===== config.mk =====
export PLATFORM = sky130hd
export DESIGN_NAME = ctrl_if_flat
export DESIGN_NICKNAME = d
export VERILOG_FILES = /design/src/rtl/ctrl_if_if.sv /design/src/rtl/ctrl_if.sv /design/src/flat_wrapper.sv
export SDC_FILE = /design/constraint.sdc
export NUM_CORES = 1
export LEC_CHECK = 0
export ABC_CLOCK_PERIOD_IN_PS = 1690
export BUFFER_PORTS_ARGS = -buffer_cell sky130_fd_sc_hd__buf_4
export CORE_UTILIZATION = 35
export CTS_CLUSTER_DIAMETER = 30
export DETAILED_ROUTE_END_ITERATION = 12
export GPL_ROUTABILITY_DRIVEN = 0
export PLACE_DENSITY_LB_ADDON = 0.2
export SYNTH_ARGS = -nofsm -noshare
export SYNTH_HDL_FRONTEND = slang
export SYNTH_SLANG_ARGS = --single-unit

===== constraint.sdc =====
create_clock -name clk -period 1.69 [get_ports clk]
set_input_delay 0.169 -clock clk [delete_from_list [all_inputs] [get_ports clk]]
set_output_delay 0.169 -clock clk [all_outputs]
set_load 0.1 [all_outputs]

===== src/rtl/ctrl_if_if.sv =====
// Fetch-stage bundle: decode-facing instruction/stall signals plus the
// single-port instruction memory port. master = fetch control, slave = its environment.
interface ctrl_if_if #(
  parameter int PC_W = 16
);
  logic [3:0]      i_mem_data_access;
  logic            i_branch_taken;
  logic [PC_W-1:0] i_branch_target;
  logic [15:0]     i_imem_rdata;
  logic [PC_W-1:0] o_imem_addr;
  logic            o_imem_en;
  logic            o_mem_bus_data;
  logic [15:0]     o_ir;
  logic [PC_W-1:0] o_pc;
  logic            o_stall;

  modport master (
    input  i_mem_data_access, i_branch_taken, i_branch_target, i_imem_rdata,
    output o_imem_addr, o_imem_en, o_mem_bus_data, o_ir, o_pc, o_stall
  );

  modport slave (
    output i_mem_data_access, i_branch_taken, i_branch_target, i_imem_rdata,
    input  o_imem_addr, o_imem_en, o_mem_bus_data, o_ir, o_pc, o_stall
  );
endinterface


===== src/rtl/ctrl_if.sv =====
// Instruction-fetch control: drives decode's instruction word, arbitrates the
// single memory port between fetch and data access, squashes fetches on redirect.
//
//   state | meaning
//   FILL  | first cycle after reset, fetch issued, no word available yet
//   FETCH | streaming fetch, samples decode's data-access request
//   DATA  | memory port lent to data access, decode stalled
module ctrl_if #(
  parameter int              PC_W     = 16,
  parameter logic [PC_W-1:0] RESET_PC = '0,
  parameter logic [15:0]     NOP_INSN = 16'h46C0
) (
  input logic   clk,
  input logic   rst,
  ctrl_if_if.master bus
);

  typedef enum logic [1:0] {FILL, FETCH, DATA} state_t;

  state_t          state_r, state_nx;
  logic [3:0]      stall_cnt_r, stall_cnt_nx;
  logic [PC_W-1:0] pc_r, pc_fetch_r, hold_pc_r;
  logic            fetch_valid_r, hold_valid_r;
  logic [15:0]     ir_hold_r;
  logic            imem_en, stall, branch;

  assign imem_en = (state_r != DATA);
  assign stall   = (state_r == DATA);
  assign branch  = bus.i_branch_taken;

  always_ff @(posedge clk) begin
    if (rst) begin
      state_r     <= FILL;
      stall_cnt_r <= '0;
    end else begin
      state_r     <= state_nx;
      stall_cnt_r <= stall_cnt_nx;
    end
  end

  always_comb begin
    state_nx     = state_r;
    stall_cnt_nx = stall_cnt_r;
    case (state_r)
      FILL:  state_nx = FETCH;
      FETCH: begin
        if (bus.i_mem_data_access != 4'd0) begin
          state_nx     = DATA;
          stall_cnt_nx = bus.i_mem_data_access;
        end
      end
      DATA: begin
        stall_cnt_nx = stall_cnt_r - 4'd1;
        if (stall_cnt_r <= 4'd1) state_nx = FETCH;
      end
      default: state_nx = FILL;
    endcase
  end

  // A word returning while decode is stalled is parked so it is neither lost
  // nor presented twice; it is released on the first unstalled cycle.
  always_ff @(posedge clk) begin
    if (rst) begin
      pc_r          <= RESET_PC;
      pc_fetch_r    <= '0;
      hold_pc_r     <= '0;
      fetch_valid_r <= 1'b0;
      hold_valid_r  <= 1'b0;
      ir_hold_r     <= NOP_INSN;
    end else begin
      if (imem_en) pc_fetch_r <= pc_r;
      if (branch)       pc_r <= bus.i_branch_target;
      else if (imem_en) pc_r <= pc_r + PC_W'(2);
      fetch_valid_r <= imem_en & ~branch;
      if (branch) begin
        hold_valid_r <= 1'b0;
      end else if (stall && fetch_valid_r) begin
        ir_hold_r    <= bus.i_imem_rdata;
        hold_pc_r    <= pc_fetch_r;
        hold_valid_r <= 1'b1;
      end else if (!stall && !fetch_valid_r && hold_valid_r) begin
        hold_valid_r <= 1'b0;
      end
    end
  end

  assign bus.o_imem_addr    = pc_r;
  assign bus.o_imem_en      = imem_en;
  assign bus.o_mem_bus_data = stall;
  assign bus.o_stall        = stall;
  assign bus.o_ir = fetch_valid_r ? bus.i_imem_rdata :
                    (hold_valid_r ? ir_hold_r : NOP_INSN);
  assign bus.o_pc = fetch_valid_r ? pc_fetch_r :
                    (hold_valid_r ? hold_pc_r : '0);

endmodule


===== src/flat_wrapper.sv =====
// flat-port wrapper written by rule: the top's interface ports become plain ports
module ctrl_if_flat 
#(
  parameter int              PC_W     = 16,
  parameter logic [PC_W-1:0] RESET_PC = '0,
  parameter logic [15:0]     NOP_INSN = 16'h46C0
)
  (clk, rst, bus_i_mem_data_access, bus_i_branch_taken, bus_i_branch_target, bus_i_imem_rdata, bus_o_imem_addr, bus_o_imem_en, bus_o_mem_bus_data, bus_o_ir, bus_o_pc, bus_o_stall);
  ctrl_if_if #(.PC_W(PC_W)) bus_i ();
  input logic clk;
  input logic rst;
  input wire logic [$bits(bus_i.i_mem_data_access)-1:0] bus_i_mem_data_access;
  input wire logic [$bits(bus_i.i_branch_taken)-1:0] bus_i_branch_taken;
  input wire logic [$bits(bus_i.i_branch_target)-1:0] bus_i_branch_target;
  input wire logic [$bits(bus_i.i_imem_rdata)-1:0] bus_i_imem_rdata;
  output wire logic [$bits(bus_i.o_imem_addr)-1:0] bus_o_imem_addr;
  output wire logic [$bits(bus_i.o_imem_en)-1:0] bus_o_imem_en;
  output wire logic [$bits(bus_i.o_mem_bus_data)-1:0] bus_o_mem_bus_data;
  output wire logic [$bits(bus_i.o_ir)-1:0] bus_o_ir;
  output wire logic [$bits(bus_i.o_pc)-1:0] bus_o_pc;
  output wire logic [$bits(bus_i.o_stall)-1:0] bus_o_stall;
  assign bus_i.i_mem_data_access = bus_i_mem_data_access;
  assign bus_i.i_branch_taken = bus_i_branch_taken;
  assign bus_i.i_branch_target = bus_i_branch_target;
  assign bus_i.i_imem_rdata = bus_i_imem_rdata;
  assign bus_o_imem_addr = bus_i.o_imem_addr;
  assign bus_o_imem_en = bus_i.o_imem_en;
  assign bus_o_mem_bus_data = bus_i.o_mem_bus_data;
  assign bus_o_ir = bus_i.o_ir;
  assign bus_o_pc = bus_i.o_pc;
  assign bus_o_stall = bus_i.o_stall;
  ctrl_if #(.PC_W(PC_W), .RESET_PC(RESET_PC), .NOP_INSN(NOP_INSN)) u_core (.clk(clk), .rst(rst), .bus(bus_i));
endmodule

==> results.py <==
metrics = {
    "clocking": {
        "root_buffer": "clkbuf_8",
        "cts_htree_levels": 3,
        "clk_pin_slew_ns": 0.07,
        "clock-sinks": 72,
        "ctsHoldBuffers": 0,
        "cts_tree": "built",
        "insertion_delay_ns": 0.34,
        "cts_buffers": 9,
        "clockBufferDepth": 2,
    },
    "placed_design": {
        "placedCellCount": 668,
        "place_ws_ns": 0.163,
        "dpl.hpwl_um": 6240,
        "numPortBuffers": 89,
        "placed_area_mm2": 0.00462,
    },
    "logic_synthesis": {
        "synthesis.instances": 467,
        "ys_seq_area_share_pct": 42.1,
        "synth_cell_types": 46,
        "synthesis.area_mm2": 0.00343,
        "yosys_warnings": 0,
        "ys_ff_latch": 72,
        "async_flop_share_pct": 0,
        "synth_edf_count": 0,
        "syn_area_per_cell_um2": 7.34,
        "synth_commonest_cells": "nand2_1, dfxtp_1, a21oi_1",
        "yosysTopAreaCellShare_pct": 42.1,
        "yosysMostFrequentCell": "nand2_1",
        "synth_flop_cell": "dfxtp_1",
        "synth_top_area_cell": "dfxtp_1",
        "syn_nets": 509,
        "synth_area_leaders": "dfxtp_1, nand2_1, a21oi_1",
    },
    "timing": {
        "hold_viol_final": 0,
        "skew_ns": 0.0124,
        "layout_setup_ws_ns": 0.0793,
        "setup_violations": 0,
        "rsz0062_at_grt": "false",
        "timing.final.crit_share_pct": 95.3,
        "period_minus_slack_ns": 1.61,
        "drv_slew": 0,
        "max_freq_mhz": 621,
        "slew_headroom_pct": 69.6,
        "setup_tns_ns": 0,
        "worstMarginPinSlew_ns": 0.456,
        "whs_ns": 0.0518,
    },
    "critical_path": {
        "rr_worst_depth": 5,
        "r2r-start": "u_core.state_r[0]$_SDFFE_PP0P_",
        "worstPathArrival_ns": 1.44,
        "crit_cells": 4,
        "crit_chain": "buf_4 -> nor3b_2 -> a21oi_4 -> buf_4",
        "end_kind": "output pin",
        "crit_start": "u_core.hold_valid_r$_SDFFE_PP0P_",
        "crit_slowest_cell": "dfxtp_2",
        "crit_family": "buffers and inverters",
        "setup.worst_path.class": "flop to output pin",
        "crit_buf_inv": 2,
        "cp_max_fo": 11,
        "cpPeakStageDelay_ns": 0.36,
        "required_ns": 1.52,
        "worst_setup_path_start_kind": "flop",
        "crit_top_cell": "buf_4",
    },
    "route": {
        "antenna_left": 0,
        "first_pass_iters": 4,
        "post-route-drc-count": 0,
        "routed_wl_um": 8860,
        "drtIter0Drc": 134,
        "wl_per_cell_um": 12.9,
        "vias": 3358,
        "viasPerCell": 4.90,
    },
    "global_route": {
        "first_global_vias": 3046,
        "overflow": 0,
        "grt_max_degree": 40,
        "grt_usage_pct": 17.8,
        "grt_pass1_wl_um": 14400,
        "antenna_found_initial": 0,
    },
    "status": {
        "run_status": "complete, no violations",
    },
    "layout": {
        "fillers": 953,
        "final_core_util_pct": 52.7,
        "stdcell_count": 686,
        "design_area_mm2": 0.00494,
        "syn_to_final_growth_pct": 44.1,
        "final_nets": 594,
        "antenna_cells": 0,
        "seqCellArea_mm2": 0.00149,
        "drive_gt1_share_pct": 35.0,
        "multiInputGateArea_mm2": 0.00212,
    },
    "power": {
        "max-vdd-ir-drop_uv": 442,
        "total_power_mw": 4.29,
        "powerDensity_mw_per_mm2": 869,
        "leakagePower_nw": 1.86,
    },
    "floorplan": {
        "die_h_um": 101,
        "die_w_um": 101,
        "num_rows": 35,
        "start_util_pct": 36.6,
        "core_mm2": 0.00937,
        "die-area_mm2": 0.0102,
        "ioPinCount": 90,
    },
    "hold_path": {
        "hold_path_class": "input pin to flop",
        "min_from": "bus_i_branch_taken",
        "holdPathStages": 2,
    },
    "flow_run": {
        "cap_viol_max_count": 0,
    },
}
==> logic make-up (layout without fill, tap and decap cells) <==
kind of cell | after synthesis | count (layout) | synth area share, %
AO/OA/AOI/OAI | 106 | 106 | 18.2
XOR/XNOR | 9 | 9 | 2.30
adder cells (fa/ha/maj) | 3 | 3 | 1.10
buffers and inverters | 46 | 136 | 5.33
flip-flops | 72 | 72 | 42.1
multiplexers | 6 | 6 | 1.90
AND/OR/NAND/NOR | 225 | 225 | 29.1
==> where the power goes <==
part | leakage [nW] | switching [mW] | total [mW] | internal (mW)
logic | 1.17 | 0.745 | 1.08 | 0.337
clock network | 0.0960 | 0.666 | 1.35 | 0.682
registers | 0.596 | 0.0900 | 1.86 | 1.77
total | 1.86 | 1.50 | 4.29 | 2.79
==> state kept, by name, indices dropped and copies added (netlist names) <==
signal / flops
u_core.fetch_valid_r: 1
u_core.state_r: 2
u_core.bus.o_imem_addr: 16
u_core.hold_pc_r: 16
u_core.pc_fetch_r: 16
u_core.ir_hold_r: 16
u_core.hold_valid_r: 1
u_core.stall_cnt_r: 4
==> placed cells by master, fill, tap and decap left out, types with 4 or more instances in the layout <==
cell type | synthesis | final
a211oi_1 | 10 | 10
a21oi_1 | 49 | 44
a21oi_4 | 0 | 5
a311oi_1 | 5 | 5
buf_12 | 0 | 4
buf_4 | 2 | 91
buf_6 | 0 | 12
clkbuf_8 | 0 | 9
dfxtp_1 | 72 | 57
dfxtp_2 | 0 | 4
dfxtp_4 | 0 | 11
inv_1 | 10 | 10
mux2_2 | 4 | 4
nand2_1 | 159 | 159
nand3_1 | 5 | 5
nand3b_1 | 6 | 6
nand4_1 | 6 | 6
nor2_1 | 24 | 23
nor3b_2 | 0 | 4
o21ai_2 | 0 | 10
o21ai_4 | 0 | 17
xor2_1 | 6 | 6
==> final timing paths <==
check / to / slack (ns)
min: u_core.hold_valid_r$_SDFFE_PP0P_ / 0.05
max reg2reg: u_core.bus.o_imem_addr[13]$_SDFFE_PP0P_ / 0.19
min reg2reg: u_core.hold_pc_r[15]$_SDFFE_PP0P_ / 0.46
max: bus_o_ir[7] / 0.08
==> area by class of cell <==
class	instances	share of cell area (%)
clock inverters	7	1.42
inverters	11	0.887
clock buffers	9	2.51
multi-input cells	349	43.0
well taps	129	3.27
repair buffers	109	18.8
flip-flops and latches	72	30.1
==> layer usage <==
metal	vias to the layer above	share of wire (%)	GRT usage, %
met2	65	48	29.3
li1	1746	-	-
met1	1541	48	23.9
met4	0	0.88	6.02
met5	-	0	0
met3	6	2.8	2.36
==> what timing repair did <==
action                     4_1_cts  5_1_grt
resized for setup               13       15
pin swaps                        0        0
setup endpoints to repair       32       13
setup buffers                    2        0
No activity file was read; power rests on OpenSTA's default activity.
